===== src/rtl/adsb_frame_if.sv =====
// Host-side frame interface of adsb_frame_ctrl.
// master: the frame controller (drives the head entry of its FIFO).
// slave : the host (drives frm_ready).
//   frm_valid   - FIFO holds at least one frame
//   frm_ready   - host accepts the head entry this clock
//   frm_data    - head frame, MSB = first bit received
//   frm_long    - head frame is a long (MAXBITS) frame
//   frm_lowconf - low-confidence bit count of the head frame
interface adsb_frame_if #(
  parameter int MAXBITS = 112,
  parameter int CONF_W  = 7
) ();
  logic               frm_valid;
  logic               frm_ready;
  logic [MAXBITS-1:0] frm_data;
  logic               frm_long;
  logic [CONF_W-1:0]  frm_lowconf;

  modport master (
    output frm_valid, frm_data, frm_long, frm_lowconf,
    input  frm_ready
  );

  modport slave (
    input  frm_valid, frm_data, frm_long, frm_lowconf,
    output frm_ready
  );
endinterface


===== src/rtl/adsb_frame_ctrl.sv =====
// ADS-B frame controller and assembler.
// Sequences the pulse detector via det_ena, shifts demodulated bits into a
// frame register, picks 56/112-bit length from the first DF bit, qualifies the
// frame on its low-confidence bit count and queues accepted frames in a
// show-ahead FIFO for the host.
// Ports:
//   clock, reset       - system clock, asynchronous active-low reset
//   ena                - sample-rate enable for rx_* (except rx_watchdog_reset)
//   run                - software run enable
//   max_lowconf        - low-confidence bits tolerated per frame
//   rx_data_start      - preamble found pulse
//   rx_ena_out         - bit strobe
//   rx_data, rx_conf   - demodulated bit and its confidence (1 = good)
//   rx_done            - demod frame-done pulse
//   rx_watchdog_reset  - receiver abort, sampled every clock
//   det_ena            - detector enable (ARM / COLLECT)
//   busy               - COLLECT or COMMIT
//   frm_count          - accepted frames (wraps)
//   drop_count         - discarded frames (wraps)
//   frm                - host frame interface (master side)
module adsb_frame_ctrl #(
  parameter int MAXBITS = 112,
  parameter int DEPTH   = 2,
  parameter int CONF_W  = 7,
  parameter int CNT_W   = 16
) (
  input  logic              clock,
  input  logic              reset,
  input  logic              ena,
  input  logic              run,
  input  logic [CONF_W-1:0] max_lowconf,
  input  logic              rx_data_start,
  input  logic              rx_ena_out,
  input  logic              rx_data,
  input  logic              rx_conf,
  input  logic              rx_done,
  input  logic              rx_watchdog_reset,
  output logic              det_ena,
  output logic              busy,
  output logic [CNT_W-1:0]  frm_count,
  output logic [CNT_W-1:0]  drop_count,
  adsb_frame_if.master      frm
);

  localparam int SHORT = MAXBITS / 2;
  localparam int BC_W  = $clog2(MAXBITS + 1);
  localparam int PTR_W = $clog2(DEPTH);
  localparam int OCC_W = $clog2(DEPTH + 1);
  localparam logic [BC_W-1:0]  LEN_L = BC_W'(MAXBITS);
  localparam logic [BC_W-1:0]  LEN_S = BC_W'(SHORT);
  localparam logic [OCC_W-1:0] OCC_FULL = OCC_W'(DEPTH);

  typedef enum logic [1:0] {S_IDLE, S_ARM, S_COLLECT, S_COMMIT} state_t;

  state_t             state, state_nxt;
  logic [MAXBITS-1:0] shreg;
  logic [BC_W-1:0]    bitcnt, bitcnt_inc;
  logic [CONF_W-1:0]  lowconf;
  logic               is_long;
  logic               frame_clr, push, pop, drop_inc;
  logic               strobe, start, done_abort, bit_last;
  logic               commit_ok, full, full_after_commit;
  logic [OCC_W-1:0]   occ, occ_after_commit;
  logic [PTR_W-1:0]   wr_ptr, rd_ptr;
  logic [MAXBITS-1:0] push_data;
  logic [MAXBITS-1:0] mem_data [DEPTH];
  logic               mem_long [DEPTH];
  logic [CONF_W-1:0]  mem_low  [DEPTH];

  assign strobe     = ena & rx_ena_out;
  assign start      = ena & rx_data_start;
  assign done_abort = ena & rx_done;
  assign bitcnt_inc = bitcnt + BC_W'(1);
  // is_long is cleared at frame start and latched at bit 5, so the short
  // target is in force until the DF bit is known; 56 > 5 keeps this safe.
  assign bit_last   = strobe && (bitcnt_inc == (is_long ? LEN_L : LEN_S));

  assign full      = (occ == OCC_FULL);
  assign pop       = frm.frm_valid & frm.frm_ready;
  assign commit_ok = (lowconf <= max_lowconf);
  // Occupancy after a COMMIT clock, computed without going through push so
  // the next-state logic has no combinational loop.
  assign occ_after_commit  = occ + OCC_W'(commit_ok) - OCC_W'(pop);
  assign full_after_commit = (occ_after_commit == OCC_FULL);

  assign push_data = is_long ? shreg : {shreg[SHORT-1:0], {(MAXBITS-SHORT){1'b0}}};

  assign det_ena = (state == S_ARM) || (state == S_COLLECT);
  assign busy    = (state == S_COLLECT) || (state == S_COMMIT);

  always_ff @(posedge clock or negedge reset) begin
    if (!reset) state <= S_IDLE;
    else        state <= state_nxt;
  end

  always_comb begin
    state_nxt = state;
    frame_clr = 1'b0;
    push      = 1'b0;
    drop_inc  = 1'b0;
    case (state)
      S_IDLE: begin
        if (run && !full) state_nxt = S_ARM;
      end
      S_ARM: begin
        if (rx_watchdog_reset) begin
          state_nxt = S_IDLE;
        end else if (start) begin
          state_nxt = S_COLLECT;
          frame_clr = 1'b1;
        end else if (!run) begin
          state_nxt = S_IDLE;
        end
      end
      S_COLLECT: begin
        if (rx_watchdog_reset) begin
          state_nxt = S_IDLE;
          drop_inc  = 1'b1;
        end else if (bit_last) begin
          state_nxt = S_COMMIT;
        end else if (done_abort) begin
          state_nxt = S_IDLE;
          drop_inc  = 1'b1;
        end
      end
      S_COMMIT: begin
        if (rx_watchdog_reset) begin
          state_nxt = S_IDLE;
        end else begin
          push      = commit_ok;
          drop_inc  = !commit_ok;
          state_nxt = (run && !full_after_commit) ? S_ARM : S_IDLE;
        end
      end
      default: state_nxt = S_IDLE;
    endcase
  end

  // Frame assembly: counters and length latch
  always_ff @(posedge clock or negedge reset) begin
    if (!reset) begin
      bitcnt  <= '0;
      lowconf <= '0;
      is_long <= 1'b0;
    end else if (frame_clr) begin
      bitcnt  <= '0;
      lowconf <= '0;
      is_long <= 1'b0;
    end else if (state == S_COLLECT && strobe) begin
      bitcnt <= bitcnt_inc;
      if (!rx_conf && lowconf != '1) lowconf <= lowconf + CONF_W'(1);
      // After four shifts the first bit sits in shreg[3]; it is the DF MSB.
      if (bitcnt == BC_W'(4)) is_long <= shreg[3];
    end
  end

  always_ff @(posedge clock) begin
    if (frame_clr)                             shreg <= '0;
    else if (state == S_COLLECT && strobe)     shreg <= {shreg[MAXBITS-2:0], rx_data};
  end

  // Statistics
  always_ff @(posedge clock or negedge reset) begin
    if (!reset) begin
      frm_count  <= '0;
      drop_count <= '0;
    end else begin
      if (push)     frm_count  <= frm_count + CNT_W'(1);
      if (drop_inc) drop_count <= drop_count + CNT_W'(1);
    end
  end

  // Frame FIFO: show-ahead, head read straight from storage registers
  always_ff @(posedge clock or negedge reset) begin
    if (!reset) begin
      wr_ptr <= '0;
      rd_ptr <= '0;
      occ    <= '0;
      for (int i = 0; i < DEPTH; i++) begin
        mem_data[i] <= '0;
        mem_long[i] <= 1'b0;
        mem_low[i]  <= '0;
      end
    end else begin
      if (push) begin
        mem_data[wr_ptr] <= push_data;
        mem_long[wr_ptr] <= is_long;
        mem_low[wr_ptr]  <= lowconf;
        wr_ptr           <= wr_ptr + PTR_W'(1);
      end
      if (pop) rd_ptr <= rd_ptr + PTR_W'(1);
      occ <= occ + OCC_W'(push) - OCC_W'(pop);
    end
  end

  assign frm.frm_valid   = (occ != '0);
  assign frm.frm_data    = mem_data[rd_ptr];
  assign frm.frm_long    = mem_long[rd_ptr];
  assign frm.frm_lowconf = mem_low[rd_ptr];

  // ARM is only entered with room in the FIFO and COLLECT never pushes.
  a_commit_not_full: assert property (@(posedge clock) disable iff (!reset)
    (state == S_COMMIT) |-> !full);

endmodule


===== src/flat_wrapper.sv =====
// flat-port wrapper written by rule: the top's interface ports become plain ports
module adsb_frame_ctrl_flat 
#(
  parameter int MAXBITS = 112,
  parameter int DEPTH   = 2,
  parameter int CONF_W  = 7,
  parameter int CNT_W   = 16
)
  (clock, reset, ena, run, max_lowconf, rx_data_start, rx_ena_out, rx_data, rx_conf, rx_done, rx_watchdog_reset, det_ena, busy, frm_count, drop_count, frm_frm_valid, frm_frm_data, frm_frm_long, frm_frm_lowconf, frm_frm_ready);
  adsb_frame_if #(.MAXBITS(MAXBITS), .CONF_W(CONF_W)) frm_i ();
  input  logic clock;
  input  logic reset;
  input  logic ena;
  input  logic run;
  input  logic [CONF_W-1:0] max_lowconf;
  input  logic rx_data_start;
  input  logic rx_ena_out;
  input  logic rx_data;
  input  logic rx_conf;
  input  logic rx_done;
  input  logic rx_watchdog_reset;
  output logic det_ena;
  output logic busy;
  output logic [CNT_W-1:0] frm_count;
  output logic [CNT_W-1:0] drop_count;
  output wire logic [$bits(frm_i.frm_valid)-1:0] frm_frm_valid;
  output wire logic [$bits(frm_i.frm_data)-1:0] frm_frm_data;
  output wire logic [$bits(frm_i.frm_long)-1:0] frm_frm_long;
  output wire logic [$bits(frm_i.frm_lowconf)-1:0] frm_frm_lowconf;
  input wire logic [$bits(frm_i.frm_ready)-1:0] frm_frm_ready;
  assign frm_frm_valid = frm_i.frm_valid;
  assign frm_frm_data = frm_i.frm_data;
  assign frm_frm_long = frm_i.frm_long;
  assign frm_frm_lowconf = frm_i.frm_lowconf;
  assign frm_i.frm_ready = frm_frm_ready;
  adsb_frame_ctrl #(.MAXBITS(MAXBITS), .DEPTH(DEPTH), .CONF_W(CONF_W), .CNT_W(CNT_W)) u_core (.clock(clock), .reset(reset), .ena(ena), .run(run), .max_lowconf(max_lowconf), .rx_data_start(rx_data_start), .rx_ena_out(rx_ena_out), .rx_data(rx_data), .rx_conf(rx_conf), .rx_done(rx_done), .rx_watchdog_reset(rx_watchdog_reset), .det_ena(det_ena), .busy(busy), .frm_count(frm_count), .drop_count(drop_count), .frm(frm_i));
endmodule

===== config.mk =====
export PLATFORM = sky130hd
export DESIGN_NAME = adsb_frame_ctrl_flat
export DESIGN_NICKNAME = d
export VERILOG_FILES = /design/src/rtl/adsb_frame_if.sv /design/src/rtl/adsb_frame_ctrl.sv /design/src/flat_wrapper.sv
export SDC_FILE = /design/constraint.sdc
export NUM_CORES = 1
export LEC_CHECK = 0
export ABC_AREA = 1
export CAP_MARGIN = 20
export CORE_ASPECT_RATIO = 0.7
export CORE_MARGIN = 2
export CORE_UTILIZATION = 27
export CTS_BUF_LIST = sky130_fd_sc_hd__clkbuf_4 sky130_fd_sc_hd__clkbuf_8 sky130_fd_sc_hd__clkbuf_16
export DETAILED_ROUTE_END_ITERATION = 10
export PLACE_DENSITY_LB_ADDON = 0.25
export SLEW_MARGIN = 5
export SYNTH_ARGS = -nofsm -noshare
export SYNTH_HDL_FRONTEND = slang
export SYNTH_SLANG_ARGS = --single-unit
export TNS_END_PERCENT = 100

===== constraint.sdc =====
create_clock -name clock -period 3.1 [get_ports clock]
set_clock_uncertainty 0.1 [all_clocks]
set_input_delay 0.62 -clock clock [delete_from_list [all_inputs] [get_ports clock]]
set_output_delay 0.62 -clock clock [all_outputs]
set_load 0.1 [all_outputs]

==> results of run 1 <==
-- state kept, by name, summed over array words and instances (netlist names) --
name	cells
u_core.bitcnt	7
u_core.drop_count	16
u_core.frm_count	16
u_core.is_long	1
u_core.lowconf	7
u_core.mem_data	224
u_core.mem_long	2
u_core.mem_low	14
u_core.occ	2
u_core.rd_ptr	1
u_core.shreg	112
u_core.state	2
u_core.wr_ptr	1
-- per-layer routing --
metal / vias to the layer above / part of all wire [%] / track usage (%)
met2: 286 / 44 / 21.9
li1: 7367 / - / -
met4: 0 / 1.6 / 3.27
met1: 7052 / 48 / 19.3
met3: 54 / 5.6 / 3.33
met5: - / 0 / 0
-- stage by stage --
step	hold WS (ps)	worst slack, ps
final	378	129
after global routing	388	88.1
after CTS	377	122
after detailed placement	363	-190
after global placement	348	-131
after floorplan	224	-496
-- cells in the mapped netlist, drive strengths merged --
cell type / count
nand2: 653
o21ai: 378
dfrtp: 293
inv: 293
o22ai: 113
dfxtp: 112
clkbuf: 71
o21a: 63
buf: 62
nand3: 42
nor2: 32
xor2: 25
ha: 22
nand4: 12
xnor2: 11
nor3: 8
a21oi: 7
nor4: 6
a31oi: 2
nand3b: 1
nor3b: 1
o211a: 1
or2: 1
-- cells by family (layout without fill, tap and decap cells) --
logic type / Yosys count / count (layout) / share of synthesized area (%)
XOR/XNOR: 36 / 36 / 1.74
adder cells (fa/ha/maj): 22 / 22 / 1.52
AO/OA/AOI/OAI: 564 / 564 / 17.3
flip-flops: 405 / 405 / 52.9
AND/OR/NAND/NOR: 756 / 756 / 16.9
buffers and inverters: 426 / 592 / 9.68
-- repair_timing --
action,4_1_cts,5_1_grt
endpoints found under the hold margin,48,0
resized for setup,0,0
hold buffers,1,0
-- cell type report --
class / count / area [um^2]
clock inverters: 16 / 188
flip-flops and latches: 405 / 9580
well taps: 891 / 1110
fillers: 6821 / 42800
repair buffers: 219 / 3500
clock buffers: 64 / 1310
inverters: 293 / 1100
multi-input cells: 1378 / 6790
-- path summary, 6_finish.rpt --
check,to,slack (ps),cells after the start
min in group asynchronous,u_core.mem_data[131],510,2
min reg2reg,u_core.shreg[111],380,2
max reg2reg,u_core.state[0],460,15
min,u_core.shreg[111],380,2
max,frm_frm_data[81],130,3
max in group asynchronous,u_core.drop_count[4],1510,4
-- worst max-delay path, cell delays in order (launching register included) --
cell	delay [ps]
dfrtp_4	520
buf_12	190
o21ai_0	630
buf_12	260
==> impl_metrics.csv, run 1 <==
group,metric,value,unit
layout,area_growth,30.3,%
synth,synth_largest_area_cell,"dfrtp_1",
drt,vias,14800,
clock_tree,cts_root_buffer,"clkbuf_16",
clock_tree,clockBufferDepth,3,
worst_setup_path,path_class,"reg2out",
synth,ys_warn_count,0,
drt,drt-wirelength-per-cell,14.6,um
global_route,antenna_found_initial,0,
clock_tree,cts_inserted_buffers,44,
drt,viasPerCell,4.52,
placed_design,routabilityCongestion,0.851,
floorplan,die_w,314,um
worst_setup_path,reg2reg_from,"u_core.lowconf[2]",
layout,layout_common_cells,"635 x nand2_1, 291 x dfrtp_1, 286 x inv_1",
timing,achievable-frequency,337,MHz
floorplan,rows,79,
floorplan,coreArea,66400,um^2
worst_setup_path,critical_path_required,2380,ps
worst_setup_path,startpoint,"u_core.rd_ptr",
layout,drive_above_1_share,13.4,%
synth,synthCells,2209,
drt,drcViolationCount,0,
global_route,track_usage,13.9,%
synth,synth_seq_cells,405,
synth,syn_nets,2249,
worst_setup_path,cp-start-kind,"flip-flop",
worst_setup_path,worstSetupEndpointType,"output pin",
layout,fin_nets,2381,
clock_tree,htreeDepth,2,
worst_hold_path,holdCritStartpoint,"u_core.shreg[111]",
floorplan,die_y,221,um
worst_setup_path,cp_data_arrival_time,2250,ps
layout,final_common_cell,"nand2_1",
global_route,grt_pass1_vias,14800,
run_status,run_status,"completed",
clock_tree,clock_latency,560,ps
drt,totalWireLength,47700,um
clock_tree,cts_sinks,405,
timing,period_share,95.8,%
timing,setup_viol,0,
synth,avgSynthCellArea,8.20,um^2
placed_design,dp_hpwl,31800,um
layout,post-route-util,35.5,%
timing,worstMarginPinSlew,691,ps
placed_design,port_buffers,172,
clock_tree,clk_pin_slew_worst_paths,60,ps
synth,synthTopCellsByArea,"dfrtp_1 40%, nand2_1 13%, dfxtp_1 12%",
worst_setup_path,crit_fanout,72,
floorplan,die-area,69200,um^2
layout,diodes,0,
synth,ys_types,35,
drt,first_pass_iters,5,
floorplan,io_pins,173,
global_route,grt_max_degree,116,
floorplan,start_util,27.3,%
timing,grt_setup_unrepaired,"no",
timing,hold_violations,0,
global_route,grt_overflow,0,
worst_hold_path,min_path_type,"reg2reg",
synth,ys_seq_area_share,52.9,%
drt,drt-initial-drc-count,979,
layout,instances_no_fill,3266,
timing,finalCriticalPeriod,2970,ps
global_route,grt_pass1_wl,78300,um
clock_tree,cts_tree,"done",
flow_run,cap_viol_max_count,0,
timing,finalSetupTns,0,ps
timing,relSlewSlack,53.4,%
clock_tree,post_cts_buffers,0,
drt,antenna_left,0,
synth,syn-cell-area,18100,um^2
placed_design,dp.cells,3185,
synth,yosys.area.top_type_share,40.5,%
placed_design,place_area,22100,um^2
timing,slew_viol_final,0,
layout,finalInstanceArea,23600,um^2
Power of run 1 is not shown: default switching activity piles up to over one toggle a cycle in this logic, so the estimate is an artifact.
==> inputs of run 2 (changes only) <==
Settings changed: SKIP_LAST_GASP set to 1.
==> results of run 2 <==
Same layout as run 1: the final DEF is identical, and so are final timing and power.
Power of run 2 is left out for the same reason.
